## src/rtl/mem_split.sv

```systemverilog
// Response splitter: routes each merged memory response beat to the output port named by its id.
// Every port has its own FIFO, so a stalled port only blocks the input once its FIFO is full.
module mem_split #(
  parameter int unsigned ADDR_WIDTH = 32,
  parameter int unsigned DATA_WIDTH = 32,
  parameter int unsigned MASK_WIDTH = DATA_WIDTH / 8,
  parameter int unsigned ID_WIDTH   = 1,
  parameter int unsigned PORTS      = 2,
  parameter int unsigned DEPTH      = 2
) (
  input  logic                             clk,
  input  logic                             rst,
  // merged response stream
  input  logic                             mem_in_valid,
  output logic                             mem_in_ready,
  input  logic [DATA_WIDTH-1:0]            mem_in_data,
  input  logic [ID_WIDTH-1:0]              mem_in_id,
  input  logic                             mem_in_read_enable,
  input  logic [MASK_WIDTH-1:0]            mem_in_write_enable,
  input  logic [ADDR_WIDTH-1:0]            mem_in_addr,
  // per-port response streams, port k in slice k
  output logic [PORTS-1:0]                 mem_out_valid,
  input  logic [PORTS-1:0]                 mem_out_ready,
  output logic [PORTS*DATA_WIDTH-1:0]      mem_out_data,
  output logic [PORTS*ID_WIDTH-1:0]        mem_out_id,
  output logic [PORTS-1:0]                 mem_out_read_enable,
  output logic [PORTS*MASK_WIDTH-1:0]      mem_out_write_enable,
  output logic [PORTS*ADDR_WIDTH-1:0]      mem_out_addr,
  output logic                             bad_id
);

  localparam int unsigned EntryW = 1 + MASK_WIDTH + ADDR_WIDTH + DATA_WIDTH + ID_WIDTH;
  localparam int unsigned PtrW   = $clog2(DEPTH);
  localparam int unsigned CntW   = $clog2(DEPTH + 1);
  localparam int unsigned DataLo = ID_WIDTH;
  localparam int unsigned AddrLo = DataLo + DATA_WIDTH;
  localparam int unsigned MaskLo = AddrLo + ADDR_WIDTH;
  localparam logic [CntW-1:0]     DepthC = CntW'(DEPTH);
  localparam logic [ID_WIDTH:0]   PortsC = (ID_WIDTH + 1)'(PORTS);

  if (PORTS < 2) begin : g_chk_ports
    $error("mem_split: PORTS must be greater than 1");
  end
  if (ID_WIDTH < $clog2(PORTS)) begin : g_chk_id
    $error("mem_split: ID_WIDTH too narrow for PORTS");
  end
  if (DEPTH < 2 || (DEPTH & (DEPTH - 1)) != 0) begin : g_chk_depth
    $error("mem_split: DEPTH must be a power of two and at least 2");
  end

  logic [EntryW-1:0] fifo_q   [PORTS][DEPTH];
  logic [PtrW-1:0]   wr_ptr_q [PORTS];
  logic [PtrW-1:0]   rd_ptr_q [PORTS];
  logic [CntW-1:0]   count_q  [PORTS];
  logic              bad_id_q;

  logic              routable;
  logic              tgt_full;
  logic              accept;
  logic [PORTS-1:0]  push;
  logic [PORTS-1:0]  pop;
  logic [EntryW-1:0] entry;

  assign routable = ({1'b0, mem_in_id} < PortsC);
  assign entry    = {mem_in_read_enable, mem_in_write_enable, mem_in_addr, mem_in_data, mem_in_id};

  // Ready looks only at registered counts, never at any output ready.
  always_comb begin
    tgt_full = 1'b0;
    for (int k = 0; k < PORTS; k++) begin
      if (mem_in_id == ID_WIDTH'(k)) tgt_full = (count_q[k] == DepthC);
    end
  end

  assign mem_in_ready = !rst && (!routable || !tgt_full);
  assign accept       = mem_in_valid && mem_in_ready;

  always_comb begin
    push = '0;
    pop  = '0;
    for (int k = 0; k < PORTS; k++) begin
      push[k] = accept && routable && (mem_in_id == ID_WIDTH'(k));
      pop[k]  = mem_out_valid[k] && mem_out_ready[k];
    end
  end

  always_ff @(posedge clk or posedge rst) begin
    if (rst) begin
      for (int k = 0; k < PORTS; k++) begin
        wr_ptr_q[k] <= '0;
        rd_ptr_q[k] <= '0;
        count_q[k]  <= '0;
      end
      bad_id_q <= 1'b0;
    end else begin
      if (accept && !routable) bad_id_q <= 1'b1;
      for (int k = 0; k < PORTS; k++) begin
        if (push[k]) wr_ptr_q[k] <= wr_ptr_q[k] + 1'b1;
        if (pop[k])  rd_ptr_q[k] <= rd_ptr_q[k] + 1'b1;
        if (push[k] && !pop[k]) begin
          count_q[k] <= count_q[k] + 1'b1;
        end else if (pop[k] && !push[k]) begin
          count_q[k] <= count_q[k] - 1'b1;
        end
      end
    end
  end

  // Payload storage needs no reset: count gates visibility.
  always_ff @(posedge clk) begin
    for (int k = 0; k < PORTS; k++) begin
      if (push[k]) fifo_q[k][wr_ptr_q[k]] <= entry;
    end
  end

  for (genvar k = 0; k < PORTS; k++) begin : g_out
    logic [EntryW-1:0] head;
    assign head             = fifo_q[k][rd_ptr_q[k]];
    assign mem_out_valid[k] = (count_q[k] != '0);
    assign mem_out_id[k*ID_WIDTH +: ID_WIDTH]          = head[ID_WIDTH-1:0];
    assign mem_out_data[k*DATA_WIDTH +: DATA_WIDTH]    = head[DataLo +: DATA_WIDTH];
    assign mem_out_addr[k*ADDR_WIDTH +: ADDR_WIDTH]    = head[AddrLo +: ADDR_WIDTH];
    assign mem_out_write_enable[k*MASK_WIDTH +: MASK_WIDTH] = head[MaskLo +: MASK_WIDTH];
    assign mem_out_read_enable[k] = head[EntryW-1];
  end

  assign bad_id = bad_id_q;

endmodule

```

## config.mk

```make
export PLATFORM = sky130hd
export DESIGN_NAME = mem_split
export DESIGN_NICKNAME = d
export VERILOG_FILES = /design/src/rtl/mem_split.sv
export SDC_FILE = /design/constraint.sdc
export NUM_CORES = 1
export LEC_CHECK = 0
export CORE_ASPECT_RATIO = 0.9
export CORE_MARGIN = 2
export CORE_UTILIZATION = 30
export DETAILED_ROUTE_END_ITERATION = 7
export SLEW_MARGIN = 10
export SYNTH_ARGS = -nofsm -noshare
export SYNTH_HDL_FRONTEND = slang
export SYNTH_SLANG_ARGS = --single-unit
export TNS_END_PERCENT = 30
```

## constraint.sdc

```tcl
create_clock -name clk -period 5.65 [get_ports clk]
set_input_delay 1.4125 -clock clk [delete_from_list [all_inputs] [get_ports clk]]
set_output_delay 1.4125 -clock clk [all_outputs]
set_load 0.01 [all_outputs]
```

# After elaboration in Yosys (flattened, before gate mapping)
# Memories as Yosys holds them, arrays and structs flattened.
# Cells that the tools add are included.
op_classes:
  addsub: 8
  multipliers: 0
  n_div: 0
  n_lt_le_gt_ge: 6
  n_eq_ne: 2
  shifts: 0
  muxes: 22
  bitwise_logic: 5
  reduce_logical: 23
ops:
  columns: ["op", "n"]
  rows:
  - ["$mux 140", 4]
  - ["$mux 70", 8]
  - ["$demux 70 s1", 2]
  - ["$reduce_or 140->1", 1]
  - ["$logic_and 1x1->1", 12]
  - ["$ge 2x2->1 const B", 4]
  - ["$mux 2", 4]
  - ["$not 1->2", 4]
  - ["$reduce_bool 2->1", 4]
  - ["$logic_not 1->1", 6]
  - ["$add 1x1->1 const B", 4]
  - ["$add 2x1->2 const B", 2]
  - ["$eq 2x2->1 const B", 2]
  - ["$lt 2x1->1 const B", 2]
  - ["$mux 1", 4]
  - ["$sub 2x1->2 const B", 2]
  - ["$not 1->1", 1]
word_totals:
  ff_bits: 8
  latchBits: 0
  ramBits: 280
  romBits: 0
  in_bits: 75
  output_inout_bits: 144
  wordCells: 73
  mem_count: 1
mem_list:
  columns: ["memory", "depth", "word_bits", "read_ports", "rd_clocked_by_memory_dff", "wr", "line", "rtl"]
  rows:
  - ["fifo_q", 2, 140, 2, 0, 1, "51", "logic [EntryW-1:0] fifo_q [PORTS][DEPTH];"]

# Depth between registers and ports, before layout
depth:
  ltp_word: 10
  mapped_depth: 7

# Worst setup path before layout
# No wires, ideal clock.
synth_path:
  kind: "input to register"
  from: "input mem_in_id"
  to: "memory fifo_q[0][100] in the netlist's numbering, enable pin"
  arrival_time_ns: 4.907
  required_time_ns: 5.143
  slack_ns: 0.237
  stages: 2
  path_buffers: 0
  path_cell_list: "nor4b_4 -> nor2b_1"
synth_between:
  elab_chain_len: 9
synth_rtl:
  columns: ["element", "line", "rtl"]
  rows:
  - ["start: declaration", "17", "input logic [ID_WIDTH-1:0] mem_in_id,"]
  - ["$mux 1", "71", "if (mem_in_id == ID_WIDTH'(k)) tgt_full = (count_q[k] == DepthC);"]
  - ["$logic_not 1->1", "75", "assign mem_in_ready = !rst && (!routable || !tgt_full);"]
  - ["$logic_and 1x1->1", "75", null]
  - ["$logic_and 1x1->1", "76", "assign accept = mem_in_valid && mem_in_ready;"]
  - ["$logic_and 1x1->1", "82", "push[k] = accept && routable && (mem_in_id == ID_WIDTH'(k));"]
  - ["$mux 1", "112", "if (push[k]) fifo_q[k][wr_ptr_q[k]] <= entry;"]
  - ["$mux 140 (implied by the code)", "112", null]
  - ["$reduce_or 140->1 (no line)", null, null]
  - ["$mux 1 (no line) / $mux 140 (equally long branches)", null, null]
  - ["end: declaration", "51", null]
# Several ways; a longest one is shown, not always the timed one.

# Worst setup path after layout
layout_path:
  from: "input mem_in_id"
  to: "output mem_in_ready"
layout_between:
  elab_chain_len: 3
layout_rtl:
  columns: ["element", "line", "rtl"]
  rows:
  - ["$mux 1", "71", null]
  - ["$logic_not 1->1", "75", null]
  - ["$logic_and 1x1->1", "75", null]
  - ["end: declaration", "15", "output logic mem_in_ready,"]
# No other way between the ends.

==> results by stage <==
Yosys:
- After Yosys synthesis, full adders, half adders and majority gates account for less than 1% of the synthesized area.
- Summing the areas of all and, or, nand and nor instances in the mapped netlist gives 0.917% of the synthesized area.
- Synthesis handed over a netlist of 478 instances.
- The number of library cell types mapped by synthesis is 21.
- The fraction of synthesized cell area in xor and xnor cells is 0.834%.
- The portion of synthesized area spent on multiplexers is 15.0%.
- The share of the synthesized area in the top cell type is 80.0%.
- The leading cell type by number of instances after synthesis is edfxtp_1.
- Summing the areas of all compound-gate instances in the mapped netlist gives 0.0714% of the synthesized area.
- The synthesized net count is about 560.
- During synthesis, Yosys emitted a total of 0 warnings.
- Yosys mapped a number of flops with a built-in enable equal to between 200 and 300.
- Sequential cells were found to cover roughly four fifths of the synthesized design area.
- Sorting the synthesized cells by area gives the leading types as edfxtp_1, mux2_1, dfrtp_1.
- The top cell type by total area after synthesis is edfxtp_1.
- Counting flops with an async set or reset pin after synthesis yields a share of 2.78%.
- The synthesized area is 10,500 um^2.
- The average footprint of a synthesized cell is 22.0 um^2.
- The most instantiated flip-flop cell in the synthesis netlist is edfxtp_1.
- The flip-flop and latch count after synthesis is 288.
- The combinational family with the most area after synthesis is multiplexers.
- By count the netlist is led by edfxtp_1, mux2_1, buf_2.

Detailed routing:
- In the final routed layout, each cell accounts on average for 17.9 um.
- Dividing the detail-routed via count by the number of cells gives 4.28.
- Summed over all nets, wire length on met3 after detailed routing comes to ~1.5 mm.
- The post-detailed-route DRC marker count is 0.
- The highest metal layer with signal wires is met5.
- The routed design uses 10.5 mm of met2 wire.
- The number of antenna-violating nets in the routed design is 0.
- The pre-antenna-repair detailed-routing pass consisted of 4 iterations.
- Wires add up to 21.7 mm.
- The detailed router put a total of ~9.2 mm of wire on met1.
- The total via count in the routed design is just over 5k.
- The number of DRC markers in iteration 0 is 246.

Power and ir drop:
- The design draws 0.00610 W.
- In this run, flip-flops and latches consume 45.9% of the power.
- The largest vdd supply drop is approximately 0.25 mV.
- Combinational logic burns 24.4% of the power.
- In this run switching power makes up 26.8% of total power.
- The net switching power is 0.00163 W.
- Summed over all cells, the static leakage comes to about 4.6 nW.
- The share of total power in the clock network is 29.7%.
- The power per standard cell area is 430 nW/um^2.
- Internal power comes to 0.00446 W.

Global routing:
- The number of antenna violations at the first check in global routing was 2.
- The via count of the first global-routing pass is 5,551.
- Summed over all layers, the global routing overflow is 0.
- The combined global-route utilization of all metal layers is 11.8%.
- The first-pass GRT wire length is 33.0 mm.
- Entering global routing, the biggest net connects 72 pins.

Critical path:
- The number of cells traversed by the worst register-to-register path is 4.
- The critical path is of the in2out type.
- The worst setup path is launched from an input pin.
- The start of the worst register-to-register path is count_q[3].
- STA puts the critical path data arrival time at 2920 ps.
- STA classifies the critical path endpoint as a primary output.
- For the worst setup path, the data required time is 4240 ps.
- Along the worst path, the maximum fanout reaches 7.
- The endpoint identified for the worst register-to-register timing path is fifo_q[0][115].
- The setup check on the worst reg-to-reg path leaves a slack of 3250 ps.

STA:
- The final critical path takes up 76.6% of the cycle.
- Setup repair after global routing left no endpoint under its margin.
- The final-layout worst hold slack is 476 ps.
- After layout, the minimum clock period comes to between 4000 and 5000 ps.
- The final total negative setup slack is 0 ps.
- At the pin with the least slew margin, the transition time is 1100 ps.
- For this run, the top clock speed supported by timing is between 200 and 250 MHz.
- The final count of hold timing violations is 0.
- The final max-slew violation count was 0.
- On the final layout, the worst clock skew is 11.8 ps.
- The number of failing setup endpoints in the final timing report is 0.
- The relative slew slack is 26.4%.

Placement:
- The wire-length estimate of the detail-placed layout is 13.1 mm.
- At the end of routability-driven placement, the weighted congestion stood at approximately 0.70.
- The count of buffers added on input and output ports is between 200 and 250.

Clocking:
- Counting the buffers created by CTS gives 30.
- TritonCTS built the clock tree.
- The post-CTS setup repair buffer count is 0.
- The clock network latency to the later pin of the worst-skew pair is 560 ps.
- The clock-pin slew on the worst setup and hold paths is 60 ps.
- Counting every sink on the clock net gives 288.
- The deepest clock path buffer count is 3.
- For this design, the CTS-stage hold fixing added 0 buffers.
- The root buffer cell is clkbuf_16.
- In this run the number of H-tree levels came out at 1.
- Post-CTS repair changed the size of 0 cells.

Status:
- The run finished with clean final reports.

Layout:
- The number of filler cells placed in the layout is approximately 3.2k.
- The final standard cell utilization of the core is around 41%.
- The net count of the finished layout is 795.
- The proportion of layout cells with a drive suffix above 1 is 7.57%.
- The area added between synthesis and finish is 35.0%.

Hold path:
- The tightest min-delay check is of the reg2reg type.
- The depth of the worst hold-timing path is 1.
- The launch point of the worst hold path is count_q[3].
- The worst hold path terminates at count_q[3].

Die:
- The floorplan die height is approximately 180 um.
- The die covers 36,500 um^2.
- During I/O placement, the number of pins put on the boundary was 219.
- The area of the core region is 34,800 um^2.
- The floorplan step set the die width to 201 um.
- The site row count is 65.
- The starting density of the core is 30.2%.

Run:
- The tool flagged a number of max-cap violations equal to 0.
-- cell usage in the layout (no fill, tap or decap), types with 2 or more instances in the layout --
cell	n
clkinv_2	4
clkbuf_16	31
clkdlybuf4s50_1	217
dfrtp_4	2
dfrtp_1	6
mux2_1	138
clkbuf_1	9
nand2_1	2
nor2_1	3
ha_1	2
inv_1	4
xor2_1	5
edfxtp_1	280
or2_1	2
nor2_4	2
clkinv_1	7
mux2_2	2
buf_4	7
xnor2_1	5
clkinvlp_4	2
-- power groups by stage --
stage	logic, W	clock network (W)	registers [W]
global placement	0.00151	0	0.00286
detailed placement	0.00150	0	0.00287
finish	0.00148	0.00181	0.00280
CTS	0.00152	0.00187	0.00282
floorplan	0.000837	0	0.00262
global route	0.00158	0.00196	0.00285
-- state kept, by name (all words and copies together) (netlist names) --
| signal | flops |
|---|---|
| count_q | 4 |
| fifo_q | 280 |
| wr_ptr_q | 2 |
| rd_ptr_q | 2 |
-- cell type report --
cell class | instances | area, um^2 | share of cell area (%)
well taps | 469 | 587 | 4.14
diodes | 1 | 2.50 | 0.0176
inverters | 4 | 15.0 | 0.106
clock buffers | 40 | 810 | 5.71
flip-flops and latches | 288 | 8620 | 60.7
clock inverters | 14 | 91.3 | 0.644
multi-input cells | 169 | 1820 | 12.8
repair buffers | 225 | 2240 | 15.8
-- cell families after synthesis --
kind of cell               after synthesis
and+or+nand+nor                         15
muxes                                  140
other                                    1
buffers and inverters                   21
DFF                                    288
AOI/OAI and AO/OA                        1
xor gates and xnor gates                10
adders and majority gates                2
-- worst max-delay path: stages --
cell and delay (ps):
clkdlybuf4s50_1 540, inv_1 130, nor2_1 60, a211oi_1 200, clkdlybuf4s50_1 570
-- routing by layer --
metal,vias to the layer above,global-route usage (%)
li1,2358,-
met4,2,2.94
met2,153,20.4
met3,44,3.79
met5,-,0
met1,2620,14.2
-- worst max path at each step --
| stage | startpoint | endpoint | slack (ps) | cells past startpoint |
|---|---|---|---|---|
| floorplan | mem_in_id | fifo_q[0][100] | 240 | 2 |
| global placement | mem_in_id | mem_in_ready | 1270 | 5 |
| detailed placement | mem_in_id | mem_in_ready | 1320 | 4 |
| CTS | rd_ptr_q[1] | mem_out_addr[13] | 1240 | 3 |
| global route | rd_ptr_q[1] | mem_out_addr[13] | 1180 | 3 |
| finish | mem_in_id | mem_in_ready | 1320 | 5 |
-- through the flow --
step           cell area (um^2)  instances  setup slack (ps)
2_1_floorplan             10500        478               237
3_3_place_gp              13300       1155              1270
3_5_place_dp              13300       1155              1320
4_1_cts                   14200       1209              1240
5_1_grt                   14200       1209              1180
6_report                  14200       1210              1320
Power figures use the tool's default switching activity.
